`src/rtl/rsc_pkg.sv`:
```
// Shared constants and FSM encoding for the operand fetch stage and its scoreboard.
package rsc_pkg;

  localparam int DATA_W     = 16;
  localparam int REG_ADDR_W = 3;
  localparam int NREGS      = 2 ** REG_ADDR_W;

  typedef enum logic [1:0] {
    ST_IDLE  = 2'd0,
    ST_READ  = 2'd1,
    ST_VALID = 2'd2
  } of_state_t;

endpackage

```
`src/rtl/operand_scoreboard.sv`:
```
// Per-register busy tracking for in-flight destinations; optional sticky wb_err
// for unexpected writebacks when SCOREBOARD_ERR_EN is defined.
module operand_scoreboard #(
  parameter int ADDR_W = 3
) (
  input  logic              clk,
  input  logic              clear_n,
  input  logic              set_en,
  input  logic [ADDR_W-1:0] set_addr,
  input  logic              clr_en,
  input  logic [ADDR_W-1:0] clr_addr,
  input  logic [ADDR_W-1:0] q_rs1,
  input  logic [ADDR_W-1:0] q_rs2,
  input  logic [ADDR_W-1:0] q_rd,
  output logic              busy_rs1,
  output logic              busy_rs2,
`ifdef SCOREBOARD_ERR_EN
  output logic              busy_rd,
  output logic              wb_err
`else
  output logic              busy_rd
`endif
);

  localparam int NR = 2 ** ADDR_W;

  logic [NR-1:0] r_busy;
  logic [NR-1:0] w_set_mask;
  logic [NR-1:0] w_clr_mask;
  logic [NR-1:0] w_busy_eff;

  // Register 0 is never tracked, so its busy bit stays 0 and queries on it never hazard.
  always_comb begin
    w_set_mask = '0;
    w_clr_mask = '0;
    if (set_en && (set_addr != '0)) w_set_mask[set_addr] = 1'b1;
    if (clr_en && (clr_addr != '0)) w_clr_mask[clr_addr] = 1'b1;
  end

  // A bit being retired this cycle is already written to the file, so it reads as free.
  assign w_busy_eff = r_busy & ~w_clr_mask;

  assign busy_rs1 = w_busy_eff[q_rs1];
  assign busy_rs2 = w_busy_eff[q_rs2];
  assign busy_rd  = w_busy_eff[q_rd];

  always_ff @(posedge clk or negedge clear_n) begin
    if (!clear_n) begin
      r_busy <= '0;
    end else begin
      r_busy <= (r_busy & ~w_clr_mask) | w_set_mask;
    end
  end

`ifdef SCOREBOARD_ERR_EN
  logic r_wb_err;

  always_ff @(posedge clk or negedge clear_n) begin
    if (!clear_n) begin
      r_wb_err <= 1'b0;
    end else if (clr_en && (clr_addr != '0) && !r_busy[clr_addr]) begin
      r_wb_err <= 1'b1;
    end
  end

  assign wb_err = r_wb_err;
`endif

endmodule

```
`src/rtl/operand_fetch.sv`:
```
// Register-file initiator: issues reads, captures operands, hands them to execute,
// and forwards writeback to the file. SCOREBOARD_ERR_EN adds the sticky wb_err output.
module operand_fetch #(
  parameter int DATA_W = rsc_pkg::DATA_W,
  parameter int ADDR_W = rsc_pkg::REG_ADDR_W
) (
  input  logic              clk,
  input  logic              clear_n,
  input  logic              id_valid,
  output logic              id_ready,
  input  logic [ADDR_W-1:0] id_rs1,
  input  logic [ADDR_W-1:0] id_rs2,
  input  logic [ADDR_W-1:0] id_rd,
  input  logic              id_wen,
  output logic [ADDR_W-1:0] rf_addr1,
  output logic [ADDR_W-1:0] rf_addr2,
  input  logic [DATA_W-1:0] rf_out1,
  input  logic [DATA_W-1:0] rf_out2,
  output logic              rf_write,
  output logic [ADDR_W-1:0] rf_inaddr,
  output logic [DATA_W-1:0] rf_in,
  input  logic              wb_valid,
  input  logic [ADDR_W-1:0] wb_rd,
  input  logic [DATA_W-1:0] wb_data,
  output logic              ex_valid,
  input  logic              ex_ready,
  output logic [DATA_W-1:0] ex_op1,
  output logic [DATA_W-1:0] ex_op2,
  output logic [ADDR_W-1:0] ex_rd,
`ifdef SCOREBOARD_ERR_EN
  output logic              ex_wen,
  output logic              wb_err
`else
  output logic              ex_wen
`endif
);

  import rsc_pkg::*;

  of_state_t         r_state;
  logic [ADDR_W-1:0] r_rs1;
  logic [ADDR_W-1:0] r_rs2;
  logic [ADDR_W-1:0] r_rd;
  logic              r_wen;
  logic              r_ex_valid;
  logic [DATA_W-1:0] r_ex_op1;
  logic [DATA_W-1:0] r_ex_op2;
  logic [ADDR_W-1:0] r_ex_rd;
  logic              r_ex_wen;

  logic              w_busy_rs1;
  logic              w_busy_rs2;
  logic              w_busy_rd;
  logic              w_hazard;
  logic              w_id_ready;
  logic              w_accept;
  logic [DATA_W-1:0] w_op1;
  logic [DATA_W-1:0] w_op2;

  operand_scoreboard #(
    .ADDR_W (ADDR_W)
  ) u_scoreboard (
    .clk      (clk),
    .clear_n  (clear_n),
    .set_en   (w_accept & id_wen),
    .set_addr (id_rd),
    .clr_en   (wb_valid),
    .clr_addr (wb_rd),
    .q_rs1    (id_rs1),
    .q_rs2    (id_rs2),
    .q_rd     (id_rd),
    .busy_rs1 (w_busy_rs1),
    .busy_rs2 (w_busy_rs2),
`ifdef SCOREBOARD_ERR_EN
    .busy_rd  (w_busy_rd),
    .wb_err   (wb_err)
`else
    .busy_rd  (w_busy_rd)
`endif
  );

  assign w_hazard   = w_busy_rs1 | w_busy_rs2 | (id_wen & w_busy_rd);
  assign w_id_ready = !w_hazard &&
                      ((r_state == ST_IDLE) || ((r_state == ST_VALID) && ex_ready));
  assign w_accept   = id_valid & w_id_ready;
  assign id_ready   = w_id_ready;

  // The file has one cycle of read latency, so addresses go out in the accept cycle.
  assign rf_addr1 = w_id_ready ? id_rs1 : r_rs1;
  assign rf_addr2 = w_id_ready ? id_rs2 : r_rs2;

  assign rf_write  = wb_valid && (wb_rd != '0);
  assign rf_inaddr = wb_rd;
  assign rf_in     = wb_data;

  // A writeback landing during READ is newer than what the file returned.
  always_comb begin
    w_op1 = rf_out1;
    w_op2 = rf_out2;
    if (r_rs1 == '0)                        w_op1 = '0;
    else if (wb_valid && (wb_rd == r_rs1))  w_op1 = wb_data;
    if (r_rs2 == '0)                        w_op2 = '0;
    else if (wb_valid && (wb_rd == r_rs2))  w_op2 = wb_data;
  end

  always_ff @(posedge clk or negedge clear_n) begin
    if (!clear_n) begin
      r_state    <= ST_IDLE;
      r_rs1      <= '0;
      r_rs2      <= '0;
      r_rd       <= '0;
      r_wen      <= 1'b0;
      r_ex_valid <= 1'b0;
      r_ex_op1   <= '0;
      r_ex_op2   <= '0;
      r_ex_rd    <= '0;
      r_ex_wen   <= 1'b0;
    end else begin
      case (r_state)
        ST_IDLE: begin
          if (w_accept) begin
            r_rs1   <= id_rs1;
            r_rs2   <= id_rs2;
            r_rd    <= id_rd;
            r_wen   <= id_wen;
            r_state <= ST_READ;
          end
        end
        ST_READ: begin
          r_ex_op1   <= w_op1;
          r_ex_op2   <= w_op2;
          r_ex_rd    <= r_rd;
          r_ex_wen   <= r_wen;
          r_ex_valid <= 1'b1;
          r_state    <= ST_VALID;
        end
        ST_VALID: begin
          if (ex_ready) begin
            r_ex_valid <= 1'b0;
            if (w_accept) begin
              r_rs1   <= id_rs1;
              r_rs2   <= id_rs2;
              r_rd    <= id_rd;
              r_wen   <= id_wen;
              r_state <= ST_READ;
            end else begin
              r_state <= ST_IDLE;
            end
          end
        end
        default: r_state <= ST_IDLE;
      endcase
    end
  end

  assign ex_valid = r_ex_valid;
  assign ex_op1   = r_ex_op1;
  assign ex_op2   = r_ex_op2;
  assign ex_rd    = r_ex_rd;
  assign ex_wen   = r_ex_wen;

endmodule

```
`config.mk`:
```
export PLATFORM = sky130hd
export DESIGN_NAME = operand_fetch
export DESIGN_NICKNAME = d
export VERILOG_FILES = /design/src/rtl/rsc_pkg.sv /design/src/rtl/operand_scoreboard.sv /design/src/rtl/operand_fetch.sv
export SDC_FILE = /design/constraint.sdc
export NUM_CORES = 1
export LEC_CHECK = 0
export ABC_AREA = 1
export BUFFER_PORTS_ARGS = -buffer_cell sky130_fd_sc_hd__buf_2
export CAP_MARGIN = 10
export CORE_MARGIN = 10
export CORE_UTILIZATION = 45
export DETAILED_ROUTE_END_ITERATION = 8
export HOLD_SLACK_MARGIN = 0.02
export PLACE_DENSITY = 0.77
export SLEW_MARGIN = 20
export SYNTH_ARGS = -nofsm -noshare
export SYNTH_HDL_FRONTEND = slang
export SYNTH_HIERARCHICAL = 1
export SYNTH_SLANG_ARGS = --single-unit
```
`constraint.sdc`:
```
create_clock -name clk -period 1.8 [get_ports clk]
set_input_delay 0.09 -clock clk [delete_from_list [all_inputs] [get_ports clk]]
set_output_delay 0.09 -clock clk [all_outputs]
set_load 0.05 [all_outputs]
```
# Word level (Yosys, flattened, before mapping)
# Cells that the tools add are included.
[totals] ff_bits=57 elab_cells=87 input_bits=66
[op_classes] reduce_logical=20 magnitude_cmp=6 n_bitwise=8 eq_ne=6 mux=36
[op_table] op="16-bit 2-to-1 mux" count=4
[op_table] op="3-bit 2-to-1 mux" count=8
[op_table] op="3-bit case mux with 2 select lines" count=3
[op_table] op="3-bit by 4-bit less-than comparator with 1-bit output (second input constant)" count=4
[op_table] op="8-bit 2-to-1 mux" count=2
[op_table] op="1-bit binary-select mux with 3-bit select" count=3
[op_table] op="1-bit 2-to-1 mux" count=9
[op_table] op="8-bit AND" count=1
[op_table] op="1-bit logical AND" count=8
[op_table] op="8-bit inverter" count=1
[op_table] op="8-bit OR" count=1
[op_table] op="1-bit demux with 3-bit select" count=2
[op_table] op="3-bit equality test" count=2
[op_table] op="3-bit by 1-bit greater-or-equal comparator with 1-bit output (second input constant)" count=2
[op_table] op="3-bit logical NOT" count=2
[op_table] op="2-bit case mux with 3 select lines" count=1
[op_table] op="2-bit AND reduction" count=3
[op_table] op="3-bit nonzero test" count=2
[op_table] op="2-bit 2-to-1 mux" count=2
[op_table] op="2-bit inequality test (second input constant)" count=2
[op_table] op="1-bit case mux with 2 select lines" count=2
[op_table] op="2-bit nonzero test" count=2
[op_table] op="1-bit AND" count=3
[op_table] op="2-bit by 1-bit equality test with 1-bit output (second input constant)" count=1
[op_table] op="5 further kinds" count=6

# Depth between registers and ports, before layout
# Gate-level depths: netlist of the first run.
[depth] depth_word=18 mapped_depth=19

# By module
# Netlist of the first run, hierarchy kept.
[by_module_without_submodules] mod="operand_fetch" cells_each=398 seq_area_each_um2=1226.2 area_each_um2=2842.7 instances=1
[by_module_without_submodules] mod="operand_scoreboard" cells_each=102 seq_area_each_um2=200.2 area_each_um2=606.8 instances=1

# Least setup slack after synthesis of the first run
# No wires, ideal clock.
[synth_timing] path_type="register to output" start="register u_scoreboard.r_busy[0]" end="output rf_addr1[1]" path_buffers=1 arrival_time_ps=2199 slack_ps=-489 path_stages_with_launch=12 required_ps=1710 cell_sequence="dfrtp_1 > inv_1 > a21oi_1 > nand2_1 > nand2_1 > nand2_1 > nand2_1 > nand2_1 > nand2_1 > nor2_1 > buf_2 > o21ai_0"
[synth_via] elab_chain_len=8 word_cells_on_any_way=13
[synth_rtl] item="start: declaration" line="operand_scoreboard.sv:27" text="logic [NR-1:0] r_busy;"
[synth_rtl] item="start signal: assignment" line="operand_scoreboard.sv:51" text="r_busy <= (r_busy & ~w_clr_mask) | w_set_mask;"
[synth_rtl] item="8-bit AND" line="operand_scoreboard.sv:41" text="assign w_busy_eff = r_busy & ~w_clr_mask;"
[synth_rtl] item="1-bit binary-select mux with 3-bit select" line="operand_scoreboard.sv:45" text="assign busy_rd = w_busy_eff[q_rd];"
[synth_rtl] item="1-bit 2-to-1 mux (implied by the code)" line="operand_scoreboard.sv:45"
[synth_rtl] item="net w_busy_rd" line="operand_fetch.sv:53" text="logic w_busy_rd;"
[synth_rtl] item="1-bit AND" line="operand_fetch.sv:82" text="assign w_hazard = w_busy_rs1 | w_busy_rs2 | (id_wen & w_busy_rd);"
[synth_rtl] item="1-bit OR" line="operand_fetch.sv:82"
[synth_rtl] item="1-bit logical NOT" line="operand_fetch.sv:83" text="assign w_id_ready = !w_hazard &&"
[synth_rtl] item="1-bit logical AND" line="operand_fetch.sv:83"
[synth_rtl] item="net id_ready" line="operand_fetch.sv:10" text="output logic id_ready,"
[synth_rtl] item="3-bit 2-to-1 mux" line="operand_fetch.sv:89" text="assign rf_addr1 = w_id_ready ? id_rs1 : r_rs1;"
[synth_rtl] item="end: declaration" line="operand_fetch.sv:15" text="output logic [ADDR_W-1:0] rf_addr1,"
# The timed path passes the listed nets, and every way through them passes these cells. The select of a mux whose other input is x is not followed.

# Worst setup path after layout of the first run
[layout_timing] start="register u_scoreboard.r_busy[6]" end="output rf_addr1[2]"
[layout_via] elab_chain_len=8 word_cells_on_any_way=13
[layout_rtl] item="8-bit AND" line="operand_scoreboard.sv:41"
[layout_rtl] item="1-bit binary-select mux with 3-bit select" line="operand_scoreboard.sv:44" text="assign busy_rs2 = w_busy_eff[q_rs2];"
[layout_rtl] item="1-bit 2-to-1 mux (implied by the code)" line="operand_scoreboard.sv:44"
[layout_rtl] item="net w_busy_rs2" line="operand_fetch.sv:52" text="logic w_busy_rs2;"
[layout_rtl] item="1-bit OR (2 in a row)" line="operand_fetch.sv:82"
[layout_rtl] item="1-bit logical NOT" line="operand_fetch.sv:83"
[layout_rtl] item="1-bit logical AND" line="operand_fetch.sv:83"
[layout_rtl] item="3-bit 2-to-1 mux" line="operand_fetch.sv:89"
# The timed path passes the listed nets, and every way through them passes these cells. The select of a mux whose other input is x is not followed.

==> out/metrics.cfg, run 1 <==
[worst_setup_path]
cp.required_ns=1.71
cp_max_fo=5
crit_path_end_kind=output port
reg2reg_slack_ns=-0.20
crit_path_start_kind=flop
rr_startpoint=u_scoreboard/r_busy[6]
r2r_cells=17
path_class=reg -> out
reg2reg_to=u_scoreboard/r_busy[5]
startpoint=u_scoreboard/r_busy[6]
cp.arrival_ns=1.97

[timing]
finalHoldViolCount=0
setup_tns_ns=-3.43
final_max_slew_viol_count=0
finalSetupViolations=24
min_period_ns=2.06
max_freq_mhz=486
fin_crit_sh_pct=114
rsz0062_at_grt=yes
setup_ws_ns=-0.257
tightest_slew_ns=0.444
slew_headroom_pct=70.3
skew_ns=0.00809

[finish]
area_growth_pct=32.5
nNetsFinal=694
diodes=0
layoutNonFillerInstCount=732
final_core_util_pct=62.0
drive_gt1_share_pct=33.0

[placed_design]
numPlacedInstances=708
gp_congestion=0.870
pre_cts_slack_ns=-0.155
place_hpwl_microns=8370
io_buffers=129

[global_route]
grt_max_degree=58
grt_pass1_wl_microns=17700
grt_remaining_overflow=0
grt_pass1_vias=3668
antenna_found_initial=0
grtUsageTotal_pct=18.8

[route]
num_vias=3614
totalWireLength_microns=11100
ant_nets=0
routedWlPerCell_microns=15.2
drt_first_iter_violations=195
firstDrtPassIters=5
via_per_inst=4.94
drcViolationCount=0

[logic_synthesis]
synth.top_cell.area_share_pct=41.3
synth_area_leaders=dfrtp_1 (41%), nand2_1 (22%), nand3_1 (11%)
synth_edf_count=0
synth_seq_area_share_pct=41.3
synth_fp_nets=566
ys_async_sr_fraction_pct=100
ys_types=24
synthMuxAreaShare_pct=0
synth_simple_gate_area_share_pct=39.5
ys.flop_type=dfrtp_1
syn_avg_cell_area_sq_um=6.90
yosys_warnings=6
syn_inst=500
synth_top_family_by_area=simple AND/OR/NAND/NOR gates
synth.cell_area_sq_um=3450
synth_top_area_cell=dfrtp_1
synth_adder_area_share_pct=0
synth_compound_area_share_pct=3.45
synth_xor_area_share_pct=0
ys_ff_latch=57

[min_path]
whs_endpoint=r_state[1]
hold_depth=3
hp-class=in -> reg
worstHoldStart=ex_ready

[run]
maxCapViolCount=0

[cts]
clock_path_buffers=2
tritoncts=done
cts_buffers=9
path_clk_slew_ns=0.07
root_buffer=clkbuf_8
clock-sinks=57
cts_max_level=3
insertion_delay_ns=0.33

[power]
power_mw=7.38
p_leak_nw=2.79
ir_drop_v=0.00121
powerDensity_nw_per_um2=1610

[floorplan]
die_area_sq_um=11600
die_x_microns=108
core_sq_um=7370
initial_core_util_pct=46.8
io_pins=130
die_h_microns=108
rows=31

[status]
violations=setup timing
status=finished with violations

==> where the power goes <==
part	leakage (nW)	total, mW	internal (mW)	switching, mW
clock network	0.113	1.35	0.816	0.532
logic	1.95	3.94	1.03	2.91
registers	0.727	2.09	1.78	0.314
total	2.79	7.38	3.62	3.76
==> through the flow <==
stage	hold slack (ns)	cell area [sq um]
2_1_floorplan	-0.206	3480
3_3_place_gp	0.116	4120
3_5_place_dp	0.118	4120
4_1_cts	0.0371	4470
5_1_grt	0.0360	4570
6_report	0.0474	4570
==> cell usage after synthesis (3+ instances only) <==
| cell | number |
|---|---|
| a21oi_1 | 3 |
| inv_2 | 6 |
| o21ai_0 | 12 |
| nor2_1 | 7 |
| nand2_2 | 6 |
| dfrtp_1 | 57 |
| nand2_1 | 201 |
| inv_1 | 73 |
| nand3_1 | 76 |
| buf_4 | 25 |
| buf_2 | 6 |
| nor2_4 | 3 |
| o21ai_1 | 4 |
| nand4_1 | 5 |
==> flip-flops by register name, indices dropped and copies added (netlist names) <==
signal	cells
ex_wen	1
u_scoreboard/r_busy	8
r_state	2
ex_rd	3
ex_valid	1
r_rs1	3
r_rd	3
ex_op2	16
r_rs2	3
r_wen	1
ex_op1	16
==> final cells by class <==
class	instances	area (sq um)
fillers	710	2800
well taps	99	124
clock inverters	5	78.8
repair buffers	151	905
inverters	79	304
clock buffers	11	141
flip-flops and latches	57	1430
multi-input cells	330	1590
==> worst max-delay path, cell delays in order (launching register included) <==
cell and delay (ns):
dfrtp_1 0.40, o21ai_4 0.09, nand2_1 0.07, nand3_1 0.07
nand2_1 0.05, nand2_1 0.06, nand2_1 0.05, nor2_1 0.12
nand2_1 0.10, nor2_4 0.16, buf_6 0.14, nand2_1 0.06
o21ai_2 0.07, buf_6 0.18
==> how the worst max path moves through the flow <==
stage	to	slack [ns]	cells after the start
floorplan	rf_addr1[1]	-0.02	12
global placement	rf_addr1[2]	-0.06	16
detailed placement	rf_addr1[2]	-0.16	17
CTS	rf_addr2[1]	-0.18	13
global route	rf_addr1[0]	-0.36	12
finish	rf_addr1[2]	-0.26	13
==> cells in the final DEF, fill, tap and decap left out, types with 2 or more instances in the layout <==
master	synthesis	layout
o21ai_1	4	7
a21oi_1	3	3
buf_6	2	5
nor3_1	2	2
nand2_2	6	14
nor2_4	3	5
o21ai_2	1	5
buf_4	25	15
clkbuf_8	0	10
buf_8	0	3
nor2_2	2	2
nand3_1	76	74
nand3b_1	2	2
o21ai_0	12	2
buf_2	6	123
nand2_4	2	3
nand4_1	5	5
nor2_8	2	2
nor2_1	7	5
bufinv_16	0	2
inv_2	6	8
nand3_2	0	2
dlygate4sd3_1	0	3
o21ai_4	0	3
inv_1	73	70
clkinv_2	0	2
nand2_1	201	192
dfrtp_1	57	57
==> cell families after synthesis <==
logic type	after synthesis
and+or+nand+nor	308
buffers and inverters	113
AOI/OAI and AO/OA	22
DFF	57
==> what timing repair did <==
item | 4_1_cts | 5_1_grt
resized for setup | 32 | 21
gates cloned | 1 | 1
hold buffers | 3 | 0
pin swaps | 3 | 6
hold endpoints to repair | 59 | 0
endpoints found under the setup margin | 11 | 25
buffers inserted | 1 | 2
==> per-layer routing <==
layer	share of wire, %	vias to the layer above	routed length (microns)	global-route usage [%]
met5	0	-	0	0
met4	0.68	0	75	4.58
met3	11	8	1180	6.89
met2	50	177	5540	33.6
met1	39	1656	4310	20.6
li1	-	1773	-	-
Note: power is estimated with default switching activity, not from simulation.
==> run 2: changes to the inputs <==
--- a/config.mk
+++ b/config.mk
@@ -5,11 +5,10 @@
 export SDC_FILE = /design/constraint.sdc
 export NUM_CORES = 1
 export LEC_CHECK = 0
-export ABC_AREA = 1
 export BUFFER_PORTS_ARGS = -buffer_cell sky130_fd_sc_hd__buf_2
 export CAP_MARGIN = 10
 export CORE_MARGIN = 10
-export CORE_UTILIZATION = 45
+export CORE_UTILIZATION = 44
 export DETAILED_ROUTE_END_ITERATION = 8
 export HOLD_SLACK_MARGIN = 0.02
 export PLACE_DENSITY = 0.77
==> run 2 against run 1 <==
  * The run still ends with setup timing left
  * Critical path depth is 4 lower
  * Critical path type unchanged
  * Die area is 6.5% lower
  * First-iteration DRC count is 25% lower
  * Routed wire length is 7.8% lower
  * Cell count is 25% lower
  * Global-route usage is 0.61 points lower
  * Total power is 0.16% higher
  * Clock skew hardly changed
  * Combinational power is 1% lower
  * Worst hold slack worse by 0.014 ns
  * Sequential power hardly changed
==> out/metrics.cfg, run 2 <==
[status]
status=finished with violations
violations=setup timing

[route]
drcViolationCount=0
drt_first_iter_violations=147
firstDrtPassIters=5
ant_nets=0
totalWireLength_microns=10200
via_per_inst=5.39
routedWlPerCell_microns=18.8
num_vias=2944

[timing]
fin_crit_sh_pct=139
finalHoldViolCount=0
skew_ns=0.00834
setup_ws_ns=-0.700
final_max_slew_viol_count=0
finalSetupViolations=25
rsz0062_at_grt=yes
slew_headroom_pct=50.8
min_period_ns=2.50
setup_tns_ns=-13.50
holdWs_ns=0.0331
max_freq_mhz=400
tightest_slew_ns=0.738

[worst_setup_path]
crit_path_start_kind=flop
cp_max_fo=4
crit_path_end_kind=output port
cp.arrival_ns=2.41
path_class=reg -> out
cp.required_ns=1.71

[logic_synthesis]
ys.flop_type=dfrtp_1
synth_area_leaders=dfrtp_1 (46%), mux2i_1 (10%), nand2_1 (6.2%)
synth_top_area_cell=dfrtp_1
ys_async_sr_fraction_pct=100
synth.cell_area_sq_um=3100
synth_edf_count=0
synth.most_common_cell=dfrtp_1
ys_top_cells_by_count=dfrtp_1 (57), nand2_1 (51), mux2i_1 (32), o21ai_1 (21), buf_4 (20)
ys_ff_latch=57
synth.top_cell.area_share_pct=45.9
synth_fp_nets=361
ys_types=41
synth_seq_area_share_pct=45.9
syn_avg_cell_area_sq_um=10.5
syn_inst=295
yosys_warnings=6

[finish]
mostFrequentLayoutCell=buf_2
most-common-layout-cells=buf_2 (122), dfrtp_1 (57), nand2_1 (49)
n_fill_cell=545
nNetsFinal=511
area_growth_pct=46.1
diodes=0
drive_gt1_share_pct=51.3

[cts]
cts_buffers=9
insertion_delay_ns=0.34
cts_max_level=3
root_buffer=clkbuf_8
clock_path_buffers=2
path_clk_slew_ns=0.07
clock-sinks=57
tritoncts=done

[run]
maxCapViolCount=0

[placed_design]
gp_congestion=0.921
place_hpwl_microns=7160
io_buffers=129
pre_cts_slack_ns=-0.469

[global_route]
antenna_found_initial=0
grt_pass1_vias=3061
grt_pass1_wl_microns=16300
grt_max_degree=58
grtUsageTotal_pct=18.2
grt_remaining_overflow=0

[floorplan]
die_x_microns=104
io_pins=130
die_area_sq_um=10800
initial_core_util_pct=45.4
die_h_microns=104
rows=30
core_sq_um=6830

[min_path]
hp-class=in -> reg

[power]
p_leak_nw=2.45
powerDensity_nw_per_um2=1630
ir_drop_v=0.000947

==> run 2: stage by stage <==
step                      area (sq um)  std cells  util (%)  power (mW)
after floorplan                   3130        295         -        4.69
after global placement            3870        515      56.7        5.51
after detailed placement          3870        515      56.7        5.59
after CTS                         4410        544      64.6        7.33
after global routing              4540        546      66.4        7.75
final                             4540        546      66.4        7.39
==> run 2: worst max-delay path, cell delays in order (launching register included) <==
cell	delay (ns)
dfrtp_1	0.35
inv_2	0.07
o32ai_4	0.30
o32ai_2	0.14
nor4_2	0.35
nor2_1	0.09
and3_4	0.17
buf_6	0.13
mux2_4	0.31
buf_8	0.15
==> run 2: per-layer routing <==
metal / GRT usage [%] / wire length, microns
met1: 21.7 / 4050
met2: 29.5 / 5030
met3: 5.89 / 993
met4: 7.65 / 170
met5: 0 / 0
==> run 2: area by class of cell <==
class | instances | area (sq um) | share of cell area (%)
repair buffers | 168 | 1080 | 23.8
flip-flops and latches | 57 | 1430 | 31.4
clock inverters | 5 | 77.6 | 1.71
multi-input cells | 199 | 1640 | 36.2
clock buffers | 11 | 151 | 3.34
inverters | 10 | 37.5 | 0.828
well taps | 96 | 120 | 2.65
==> run 2: logic make-up after synthesis <==
family	synth area share [%]
buffers and inverters	8.10
flip-flops	45.9
AO/OA/AOI/OAI	12.7
AND/OR/NAND/NOR	14.9
XOR/XNOR	1.69
multiplexers	16.7
==> run 2: where the power goes <==
part           leakage (nW)  total [mW]  internal, mW  switching [mW]
Combinational          1.62        3.89          1.28            2.61
Clock                 0.115        1.39         0.850           0.535
Sequential            0.722        2.12          1.78           0.340
==> run 2: what timing repair did <==
action	in CTS	in global routing
endpoints found under the hold margin	60	0
cloned	1	0
endpoints found under the setup margin	25	27
setup buffers	8	2
pin swaps	11	10
hold buffers	4	0
resized for setup	43	18
==> run 2: final timing paths <==
path	start	to	slack, ns	cells past startpoint
worst max register to register	u_scoreboard/r_busy[6]	u_scoreboard/r_busy[2]	-0.60	12
max in group asynchronous	clear_n	r_rs2[0]	0.88	3
worst min register to register	ex_rd[0]	ex_rd[0]	0.48	2
worst max-delay path	u_scoreboard/r_busy[2]	rf_addr1[2]	-0.70	9
worst min-delay path	rf_out1[6]	ex_op1[6]	0.03	3
min in group asynchronous	clear_n	ex_op2[0]	0.44	3
==> run 3: changes to the inputs <==
--- a/config.mk
+++ b/config.mk
@@ -11,6 +11,7 @@
 export CORE_UTILIZATION = 44
 export DETAILED_ROUTE_END_ITERATION = 8
 export HOLD_SLACK_MARGIN = 0.02
+export MAX_ROUTING_LAYER = met4
 export PLACE_DENSITY = 0.77
 export SLEW_MARGIN = 20
 export SYNTH_ARGS = -nofsm -noshare
==> run 3 against run 2 <==
  * Non-clock buffer count fell by 15
  * Flip-flop and latch count did not move
  * Count of clock-buffer cells in the layout did not move
  * Largest cell class unchanged
  * The flow still finishes with violations (setup timing)
  * Die area did not move
  * Critical path type unchanged
  * Clock skew rose by 0.0053 ns
  * Routed wire length fell by 6.3%
==> out/metrics.cfg, run 3 (same netlist as run 2, synthesis figures left out) <==
[global_route]
grt_max_degree=58
grt_pass1_wl_microns=15300
grtUsageTotal_pct=17.6
antenna_found_initial=0
grt_remaining_overflow=0
grt_pass1_vias=2924

[timing]
fin_crit_sh_pct=133
finalSetupViolations=25
final_max_slew_viol_count=0
skew_ns=0.0136
setup_ws_ns=-0.589
slew_headroom_pct=51.8
holdWs_ns=0.0339
tightest_slew_ns=0.723
min_period_ns=2.39
finalHoldViolCount=0
rsz0062_at_grt=yes
max_freq_mhz=419

[route]
drcViolationCount=0
ant_nets=0
drt_first_iter_violations=101
firstDrtPassIters=4
via_per_inst=5.26
totalWireLength_microns=9600
num_vias=2780
routedWlPerCell_microns=18.1

[cts]
root_buffer=clkbuf_8
cts_max_level=3
cts_buffers=9
path_clk_slew_ns=0.07
clock_path_buffers=2
insertion_delay_ns=0.33
tritoncts=done
clock-sinks=57

[placed_design]
place_hpwl_microns=7170
numPlacedInstances=512
gp_congestion=0.942
pre_cts_slack_ns=-0.504
io_buffers=129

[worst_setup_path]
cp.required_ns=1.71
cp.arrival_ns=2.30
path_class=reg -> out
rr_startpoint=u_scoreboard/r_busy[3]
crit_path_start_kind=flop
startpoint=u_scoreboard/r_busy[3]
crit_path_end_kind=output port
cp_max_fo=5

[floorplan]
io_pins=130
rows=30
die_area_sq_um=10800
die_h_microns=104
initial_core_util_pct=45.4
core_sq_um=6830
die_x_microns=104

[finish]
n_fill_cell=595
layoutNonFillerInstCount=529
nNetsFinal=496
most-common-layout-cells=buf_2 (122), dfrtp_1 (57), nand2_1 (50)
area_growth_pct=35.3
drive_gt1_share_pct=47.6
mostFrequentLayoutCell=buf_2
diodes=0

[status]
status=finished with violations
violations=setup timing

[power]
p_leak_nw=2.28
powerDensity_nw_per_um2=1610
ir_drop_v=0.000857

[min_path]
worstHoldStart=rf_out2[9]
hp-class=in -> reg

[run]
maxCapViolCount=0

[run 3: cell types whose count changed in the layout (fill, tap and decap cells not counted), sizes merged]
| cell | change |
|---|---|
| buf | -13 |
| clkbuf | +1 |
| dlygate4sd3 | -3 |
| bufinv | -2 |
[run 3: metrics by stage]
| stage | util [%] | total power, mW | cell area [sq um] | setup TNS (ns) |
|---|---|---|---|---|
| after global routing | 61.5 | 7.13 | 4200 | -11.59 |
| after CTS | 60.6 | 6.80 | 4140 | -7.47 |
| after floorplan | - | 4.69 | 3130 | -3.74 |
| final | 61.5 | 6.76 | 4200 | -9.74 |
| after global placement | 56.4 | 5.50 | 3850 | -8.57 |
| after detailed placement | 56.4 | 5.59 | 3850 | -9.51 |
[run 3: final timing paths]
check                           depth (start not counted)  slack (ns)                     end
worst max-delay path                                    9       -0.59             rf_addr2[2]
max in group asynchronous                               3        0.87                r_rs2[1]
min in group asynchronous                               3        0.45               ex_op2[0]
worst min-delay path                                    3        0.03               ex_op2[9]
worst min register to register                          0        0.44  u_scoreboard/r_busy[0]
worst max register to register                         10       -0.43                r_rs2[1]
[run 3: per-layer routing]
| metal | up-vias | part of all wire, % | track usage [%] |
|---|---|---|---|
| li1 | 1309 | - | - |
| met1 | 1334 | 43 | 20.8 |
| met2 | 130 | 50 | 28.8 |
| met3 | 7 | 6.1 | 3.84 |
| met4 | 0 | 0.75 | 6.06 |
| met5 | - | 0 | - |
[run 3: worst max-delay path, stage by stage, from the launching register on]
cell	delay (ns)
dfrtp_1	0.36
inv_2	0.07
o311ai_2	0.25
o32ai_2	0.14
nor4_1	0.28
a21oi_1	0.11
and3_4	0.18
buf_6	0.12
mux2_4	0.30
buf_8	0.15
[run 3: timing repair]
action	CTS	global route
hold endpoints to repair	57	0
gates resized for setup	23	8
setup buffers	2	0
cloned	1	0
hold buffers	1	0
pin swaps	6	4
setup endpoints to repair	25	26
[run 3: cell type report]
type | count | area (sq um) | share of cell area (%)
Tap cell | 96 | 120 | 2.86
Clock buffer | 11 | 151 | 3.61
Sequential cell | 57 | 1430 | 34.0
Multi-Input combinational cell | 199 | 1570 | 37.3
Inverter | 10 | 37.5 | 0.894
Timing Repair Buffer | 153 | 880 | 20.9
Clock inverter | 3 | 17.5 | 0.417
[run 3: report_power, final]
| part | switching [mW] | leakage, nW | internal, mW |
|---|---|---|---|
| logic | 2.53 | 1.47 | 1.09 |
| registers | 0.335 | 0.722 | 1.78 |
| clock network | 0.476 | 0.0871 | 0.554 |
